**src/rtl/elastic_pipe_reg_pkg.sv**
```systemverilog
// elastic_pipe_reg_pkg: shared handshake types and sizing helpers for elastic pipeline stages.
package elastic_pipe_reg_pkg;
   localparam int HS_WIDTH = 64;
   typedef struct packed {
      logic                valid;
      logic [HS_WIDTH-1:0] data;
   } hs_t;
   function automatic int occ_w(input int depth);
      return $clog2(2 * depth + 1);
   endfunction
endpackage

```
**src/rtl/elastic_pipe_reg_stage.sv**
```systemverilog
// elastic_stage: one elastic stage (main register plus skid register) with registered up_ready.
module elastic_stage #(
   parameter int WIDTH = 64
) (
   input  logic             clk,
   input  logic             reset,
   input  logic             flush,
   input  logic             up_valid,
   output logic             up_ready,
   input  logic [WIDTH-1:0] up_data,
   output logic             dn_valid,
   input  logic             dn_ready,
   output logic [WIDTH-1:0] dn_data,
   output logic             main_v,
   output logic             skid_v
);
   logic             m_v_q, m_v_d, s_v_q, s_v_d;
   logic [WIDTH-1:0] m_data_q, m_data_d, s_data_q, s_data_d;
   logic             pop, push;
   assign up_ready = ~s_v_q;
   assign dn_valid = m_v_q;
   assign dn_data  = m_data_q;
   assign main_v   = m_v_q;
   assign skid_v   = s_v_q;
   always_comb begin
      pop      = m_v_q & dn_ready;
      push     = up_valid & ~s_v_q;
      m_v_d    = m_v_q;
      s_v_d    = s_v_q;
      m_data_d = m_data_q;
      s_data_d = s_data_q;
      if (flush) begin
         m_v_d = 1'b0;
         s_v_d = 1'b0;
      end else if (s_v_q) begin
         // skid occupied: upstream is stalled, so only a pop can move data
         if (pop) begin
            m_data_d = s_data_q;
            s_v_d    = 1'b0;
         end
      end else if (push && (!m_v_q || pop)) begin
         m_data_d = up_data;
         m_v_d    = 1'b1;
      end else if (push) begin
         s_data_d = up_data;
         s_v_d    = 1'b1;
      end else if (pop) begin
         m_v_d = 1'b0;
      end
   end
   always_ff @(posedge clk or negedge reset) begin
      if (!reset) begin
         m_v_q    <= 1'b0;
         s_v_q    <= 1'b0;
         m_data_q <= '0;
         s_data_q <= '0;
      end else begin
         m_v_q    <= m_v_d;
         s_v_q    <= s_v_d;
         m_data_q <= m_data_d;
         s_data_q <= s_data_d;
      end
   end
endmodule

```
**src/rtl/elastic_pipe_reg.sv**
```systemverilog
// elastic_pipe_reg: DEPTH chained elastic stages with flush and flop-derived occupancy.
module elastic_pipe_reg
   import elastic_pipe_reg_pkg::*;
#(
   parameter int WIDTH = 64,
   parameter int DEPTH = 2
) (
   input  logic                      clk,
   input  logic                      reset,
   input  logic                      flush,
   input  logic                      in_valid,
   output logic                      in_ready,
   input  logic [WIDTH-1:0]          in_data,
   output logic                      out_valid,
   input  logic                      out_ready,
   output logic [WIDTH-1:0]          out_data,
   output logic [occ_w(DEPTH)-1:0]   occupancy
);
   localparam int OW = occ_w(DEPTH);
   logic [DEPTH:0]   vld, rdy;
   logic [WIDTH-1:0] dat [DEPTH+1];
   logic [DEPTH-1:0] main_v, skid_v;
   assign vld[0]     = in_valid;
   assign dat[0]     = in_data;
   assign rdy[DEPTH] = out_ready;
   assign in_ready   = rdy[0];
   assign out_valid  = vld[DEPTH];
   assign out_data   = dat[DEPTH];
   for (genvar i = 0; i < DEPTH; i++) begin : g_stage
      elastic_stage #(.WIDTH(WIDTH)) u_stage (
         .clk     (clk),
         .reset   (reset),
         .flush   (flush),
         .up_valid(vld[i]),
         .up_ready(rdy[i]),
         .up_data (dat[i]),
         .dn_valid(vld[i+1]),
         .dn_ready(rdy[i+1]),
         .dn_data (dat[i+1]),
         .main_v  (main_v[i]),
         .skid_v  (skid_v[i])
      );
   end
   always_comb begin
      occupancy = '0;
      for (int i = 0; i < DEPTH; i++)
         occupancy = occupancy + OW'(main_v[i]) + OW'(skid_v[i]);
   end
endmodule

```
**config.mk**
```make
export PLATFORM = sky130hd
export DESIGN_NAME = elastic_pipe_reg
export DESIGN_NICKNAME = d
export VERILOG_FILES = /design/src/rtl/elastic_pipe_reg_pkg.sv /design/src/rtl/elastic_pipe_reg_stage.sv /design/src/rtl/elastic_pipe_reg.sv
export SDC_FILE = /design/constraint.sdc
export NUM_CORES = 1
export LEC_CHECK = 0
export CORE_ASPECT_RATIO = 0.5
export CORE_MARGIN = 2
export CORE_UTILIZATION = 61
export DETAILED_ROUTE_END_ITERATION = 8
export PLACE_DENSITY = 0.83
export SLEW_MARGIN = 25
export SYNTH_ARGS = -nofsm -noshare
export SYNTH_HDL_FRONTEND = slang
export SYNTH_SLANG_ARGS = --single-unit
```
**constraint.sdc**
```tcl
create_clock -name clk -period 5.7 [get_ports clk]
set_input_delay 0.57 -clock clk [delete_from_list [all_inputs] [get_ports clk]]
set_output_delay 0.57 -clock clk [all_outputs]
set_load 0.02 [all_outputs]
```
==> results.cfg, run 1 <==
[worst_setup_path]
required_time_reported_for_the_critical_path_endpoint_ns = 5.13
reg2reg_from = g_stage[0].u_stage.skid_v
critPathCaptureType = output pin
timing.critical_path.from_type = flop
rrSetupSlack_ns = 2.83
startpoint = g_stage[0].u_stage.skid_v
critical_path_arrival_ns = 3.22
max_fo_critical_path = 45
r2r_cells = 5
timing_worst_setup_path_type = flop to output pin

[global_route]
grt_pass1_wl_um = 33970
global_route.usage.total = 0.2059
largest_net_degree_at_the_start_of_global_routing = 79
grt_antenna_before_repair = 0
grt_pass1_vias = 6492
grt.overflow.total = 0

[clock_tree]
cts_root_buf = sky130_fd_sc_hd__clkbuf_16
cts_resized = 0
tritoncts = built
htree_levels = 1
clock_latency_ns = 0.51
cts_post_setup_buffers_inserted = 0
maximum_clock_path_buffer_count = 3
cts.clk_slew.worst_paths_ns = 0.07
cts-hold-fix-buffers = 0
numCtsBuffers = 23
clock_sinks = 260

[run]
cap_viol_max_count = 0

[timing]
tns_ns = 0
finalSetupViolations = 0
clock.fmax_ghz = 0.2636
whs_ns = 0.02252
worst-slew-pin-transition_ns = 1.037
finClkSkew_ns = 0.01594
max-slew-margin-rel = 0.3090
timing_max_transition_violations_final = 0
post-route-period-util = 0.6656
rsz0062_at_grt = no
finalWorstPathRequiredPeriod_ns = 3.794
finalHoldViolCount = 0

[final_layout]
multi_input_area_mm2 = 0.004573
final.fill_count = 1333
post-route-util = 0.7107
fin_nets = 916
ratio_of_cells_with_drive_above_1_in_the_final_layout = 0.4837
instances_no_fill = 1126
syn2layout_area_growth_pct = 15.29
antenna_cells = 0
layout.area.seq_mm2 = 0.006514

[die]
initial_utilization = 0.6164
floorplan.core_area_mm2 = 0.01928
die_h_um = 102.7
row_count = 36
dieWidth_um = 201.4
num_io_pins = 138
die_area_mm2 = 0.02068

[yosys]
synth_area_mm2 = 0.01188
synth.net_count = 848
synth_top_area_frac = 0.5475
yosys_warnings = 0
yosysTopAreaCell = sky130_fd_sc_hd__dfrtp_1
syn_area_per_cell_um2 = 15.31
synth-seq-area-share = 0.5475
synthDistinctLibCells = 25
netlist_top_cells_area = sky130_fd_sc_hd__dfrtp_1 (55%), sky130_fd_sc_hd__mux2_2 (33%), sky130_fd_sc_hd__buf_4 (4.5%)
syn_inst = 776
synth-seq-cells = 260

[power_and_ir_drop]
part_of_the_power_in_the_clock_network = 0.279
fin_total_pwr_mw = 5.614
power_switching_mw = 1.537
vdd_ir_drop_max_v = 0.0002318
power_density_mw_per_mm2 = 409.8
pwr-share-comb = 0.261
cell_internal_pwr_mw = 4.077
share_of_power_burned_in_registers = 0.460
power.leakage_nw = 5.964
switching_share = 0.2738

[placed_design]
detailed_place_hpwl_um = 12510
dpl.cell_count = 1083
gp_routability_congestion = 0.7335
io_buffer_count = 137

[detailed_routing]
route.antenna.remaining_nets = 0
via_per_inst = 5.484
detail_route.first_pass.iterations = 4
num_vias = 6175
dr.first_iter.drc_count = 170
detail_route.wirelength_um = 21010
remaining_drc_errors = 0
wl_per_cell_um = 18.66

[min_path]
timing.hold.worst.class = input pin to asynchronous set/reset pin

[outcome]
outcome = finished clean
[worst paths after layout]
path | endpoint
worst max register to register | g_stage[0].u_stage.dn_data[16]
worst max-delay path | occupancy[1]
worst min register to register | g_stage[1].u_stage.s_data_q[29]
min in group clk | g_stage[1].u_stage.s_data_q[29]
worst min-delay path | g_stage[1].u_stage.dn_data[50]
max in group asynchronous | g_stage[0].u_stage.s_data_q[19]
[layer usage]
layer  vias up  global-route usage  wire [µm]
met1      3246              0.2829       9815
li1       2825                   -          -
met2        84              0.3602      10260
met5         -                   0          0
met4         0             0.03337        277
met3        20             0.03287        662
[synthesized netlist by cell type]
master                       n
sky130_fd_sc_hd__a211oi_1    1
sky130_fd_sc_hd__a211oi_4    1
sky130_fd_sc_hd__a21oi_1     4
sky130_fd_sc_hd__a221oi_4    1
sky130_fd_sc_hd__buf_2       3
sky130_fd_sc_hd__buf_4      72
sky130_fd_sc_hd__buf_6      16
sky130_fd_sc_hd__clkbuf_1   14
sky130_fd_sc_hd__dfrtp_1   260
sky130_fd_sc_hd__fa_1        1
sky130_fd_sc_hd__ha_1        2
sky130_fd_sc_hd__inv_1       5
sky130_fd_sc_hd__inv_2       1
sky130_fd_sc_hd__mux2_1     24
sky130_fd_sc_hd__mux2_2    350
sky130_fd_sc_hd__mux2_4     10
sky130_fd_sc_hd__nand2_1     2
sky130_fd_sc_hd__nand2b_1    1
sky130_fd_sc_hd__nand2b_4    1
sky130_fd_sc_hd__nor2_1      1
sky130_fd_sc_hd__nor3_2      1
sky130_fd_sc_hd__nor3b_1     1
sky130_fd_sc_hd__nor4_4      1
sky130_fd_sc_hd__o21ai_0     2
sky130_fd_sc_hd__or2_1       1
[cell usage in the layout (no fill, tap or decap), drive strengths merged, types with 2 or more instances in the layout]
| master | instances |
|---|---|
| nand2b | 2 |
| o21ai | 2 |
| dfrtp | 260 |
| a211oi | 2 |
| bufinv | 2 |
| mux2 | 384 |
| buf | 12 |
| ha | 2 |
| inv | 7 |
| a21oi | 4 |
| clkinv | 4 |
| clkdlybuf4s50 | 136 |
| nand2 | 2 |
| clkbuf | 33 |
[per-stage QoR]
stage          worst slack [ns]  area, µm²
2_1_floorplan             2.725      11880
3_3_place_gp              2.219      12890
3_5_place_dp              2.164      12890
4_1_cts                   1.637      13650
5_1_grt                   1.782      13700
6_report                  1.906      13700
[final cells by class]
type                       instances  share of cell area
sequential                       260              0.4754
multi-input combinational        405              0.3338
timing repair buffer             148              0.1094
clock buffer                      33             0.04840
tap                              266             0.02429
clock inverter                     8            0.007032
inverter                           6            0.001644
[kinds of logic (layout without fill, tap and decap cells)]
group,count (synthesis),count (layout),share of synthesized area
multiplexers,384,384,0.3670
AND/OR/NAND/NOR,9,9,0.006423
AO/OA/AOI/OAI,9,9,0.007055
adder cells (fa/ha/maj),3,3,0.003790
buffers and inverters,111,195,0.06822
flip-flops,260,260,0.5475
[state kept, by name, indices dropped and copies added, names as in the netlist]
| signal | count |
|---|---|
| g_stage.u_stage.s_data_q | 128 |
| g_stage.u_stage.dn_data | 128 |
| g_stage.u_stage.dn_valid | 2 |
| g_stage.u_stage.skid_v | 2 |
[critical path, cell delays in order, from the launching register on]
cell and delay [ns]:
sky130_fd_sc_hd__dfrtp_4 0.70, sky130_fd_sc_hd__buf_16 0.31, sky130_fd_sc_hd__inv_1 0.12, sky130_fd_sc_hd__fa_1 0.51, sky130_fd_sc_hd__inv_1 0.04, sky130_fd_sc_hd__ha_1 0.17, sky130_fd_sc_hd__ha_1 0.28, sky130_fd_sc_hd__clkdlybuf4s50_1 0.59
[power groups by stage]
stage / clock network (mW) / registers, mW / logic (mW)
CTS: 1.60 / 2.60 / 1.47
global route: 1.67 / 2.65 / 1.56
finish: 1.57 / 2.58 / 1.47
floorplan: 0 / 2.51 / 1.19
global placement: 0 / 2.59 / 1.43
detailed placement: 0 / 2.63 / 1.47
Power figures use the tool's default switching activity.
==> inputs of run 2 (changes only) <==
--- a/config.mk
+++ b/config.mk
@@ -7,9 +7,9 @@
 export LEC_CHECK = 0
 export CORE_ASPECT_RATIO = 0.5
 export CORE_MARGIN = 2
-export CORE_UTILIZATION = 61
+export CORE_UTILIZATION = 56
 export DETAILED_ROUTE_END_ITERATION = 8
-export PLACE_DENSITY = 0.83
+export PLACE_DENSITY = 0.77
 export SLEW_MARGIN = 25
 export SYNTH_ARGS = -nofsm -noshare
 export SYNTH_HDL_FRONTEND = slang
==> constraint.sdc (replaced) <==
create_clock -name clk -period 3.7 [get_ports clk]
set_input_delay 0.37 -clock clk [delete_from_list [all_inputs] [get_ports clk]]
set_output_delay 0.37 -clock clk [all_outputs]
set_load 0.02 [all_outputs]
==> results.cfg, run 2 (synthesized netlist as in run 1, its figures left out) <==
[global_route]
global_route.usage.total = 0.2044
grt_antenna_before_repair = 0
grt_pass1_wl_um = 36300
largest_net_degree_at_the_start_of_global_routing = 99
grt.overflow.total = 0
grt_pass1_vias = 6804

[timing]
tns_ns = 0
timing_max_transition_violations_final = 0
rsz0062_at_grt = no
finalWorstPathRequiredPeriod_ns = 3.372
post-route-period-util = 0.9113
finClkSkew_ns = 0.007128
max-slew-margin-rel = 0.5033
finalHoldViolCount = 0
worst-slew-pin-transition_ns = 0.7450
finalSetupViolations = 0
clock.fmax_ghz = 0.2966

[worst_setup_path]
critPathCaptureType = output pin
max_fo_critical_path = 35
timing.critical_path.from_type = flop
critical_path_arrival_ns = 3.00
required_time_reported_for_the_critical_path_endpoint_ns = 3.33
timing_worst_setup_path_type = flop to output pin

[clock_tree]
cts_root_buf = sky130_fd_sc_hd__clkbuf_16
clock_latency_ns = 0.50
numCtsBuffers = 23
tritoncts = built
cts-hold-fix-buffers = 1
maximum_clock_path_buffer_count = 3
htree_levels = 1
cts_resized = 0
clock_sinks = 260
cts_post_setup_buffers_inserted = 0
cts.clk_slew.worst_paths_ns = 0.06

[die]
initial_utilization = 0.5743
floorplan.core_area_mm2 = 0.02069
row_count = 37
die_h_um = 107.0
dieWidth_um = 210.0
die_area_mm2 = 0.02247
num_io_pins = 138

[placed_design]
detailed_place_hpwl_um = 13800
io_buffer_count = 137
gp_routability_congestion = 0.7440

[detailed_routing]
remaining_drc_errors = 0
route.antenna.remaining_nets = 0
wl_per_cell_um = 19.40
num_vias = 6220
detail_route.first_pass.iterations = 4
dr.first_iter.drc_count = 156
via_per_inst = 5.480
detail_route.wirelength_um = 22020

[final_layout]
syn2layout_area_growth_pct = 15.35
ratio_of_cells_with_drive_above_1_in_the_final_layout = 0.4838
fin_nets = 920
final_common_cell = sky130_fd_sc_hd__mux2_2
antenna_cells = 0
layout.cells.most_common_list = sky130_fd_sc_hd__mux2_2 (350), sky130_fd_sc_hd__dfrtp_1 (258), sky130_fd_sc_hd__clkdlybuf4s50_1 (136)
post-route-util = 0.6624
final.fill_count = 1530

[run]
cap_viol_max_count = 0

[power_and_ir_drop]
vdd_ir_drop_max_v = 0.0003709
power_density_mw_per_mm2 = 630.6
power.leakage_nw = 5.974

[outcome]
outcome = finished clean

[min_path]
timing.hold.worst.class = input pin to asynchronous set/reset pin
[run 2: stage by stage]
stage	area, µm²	cells	power (mW)	setup WS [ns]	hold slack (ns)
after global placement	12940	1095	6.225	0.8350	0.4391
after global routing	13710	1135	9.085	0.2061	0.4944
after detailed placement	12940	1095	6.333	0.8234	0.4354
final	13710	1135	8.644	0.3282	0.4689
after floorplan	11880	776	5.703	0.9245	0.07441
after CTS	13710	1135	8.756	0.2863	0.4852
[run 2: where the power goes]
group | total (mW) | switching (mW) | internal [mW]
clock | 2.39 | 0.999 | 1.39
combinational | 2.25 | 0.925 | 1.33
sequential | 4.00 | 0.438 | 3.56
total | 8.64 | 2.36 | 6.28
[run 2: worst max-delay path: stages, from the launching register on]
cell,delay (ns)
sky130_fd_sc_hd__dfrtp_4,0.75
sky130_fd_sc_hd__inv_1,0.16
sky130_fd_sc_hd__fa_1,0.52
sky130_fd_sc_hd__inv_1,0.04
sky130_fd_sc_hd__ha_1,0.17
sky130_fd_sc_hd__ha_1,0.27
sky130_fd_sc_hd__clkdlybuf4s50_1,0.59
[run 2: metal layers]
metal	vias to the layer above	routed length, µm	GRT usage
met4	0	384	0.04863
met2	84	10920	0.3538
met1	3279	10130	0.2751
met5	-	0	0
li1	2826	-	-
met3	31	586	0.03105
[run 2: area by class of cell]
class	count	area, µm²	area share
Sequential cell	260	6514	0.4752
Multi-Input combinational cell	405	4573	0.3336
Timing Repair Buffer	152	1504	0.1097
Clock buffer	37	718.2	0.05239
Tap cell	273	341.6	0.02492
Clock inverter	2	35.03	0.002556
Inverter	6	22.52	0.001643
[run 2: final timing paths]
kind | startpoint | to | slack, ns | cells past startpoint
max in group asynchronous | reset | g_stage[0].u_stage.skid_v | 2.22 | 3
min in group clk | g_stage[0].u_stage.s_data_q[12] | g_stage[0].u_stage.s_data_q[12] | 0.48 | 1
worst min register to register | g_stage[0].u_stage.s_data_q[12] | g_stage[0].u_stage.s_data_q[12] | 0.48 | 1
worst min-delay path | reset | g_stage[1].u_stage.dn_data[48] | 0.47 | 2
worst max register to register | g_stage[0].u_stage.skid_v | g_stage[0].u_stage.dn_data[43] | 1.38 | 4
worst max-delay path | g_stage[0].u_stage.skid_v | occupancy[1] | 0.33 | 6
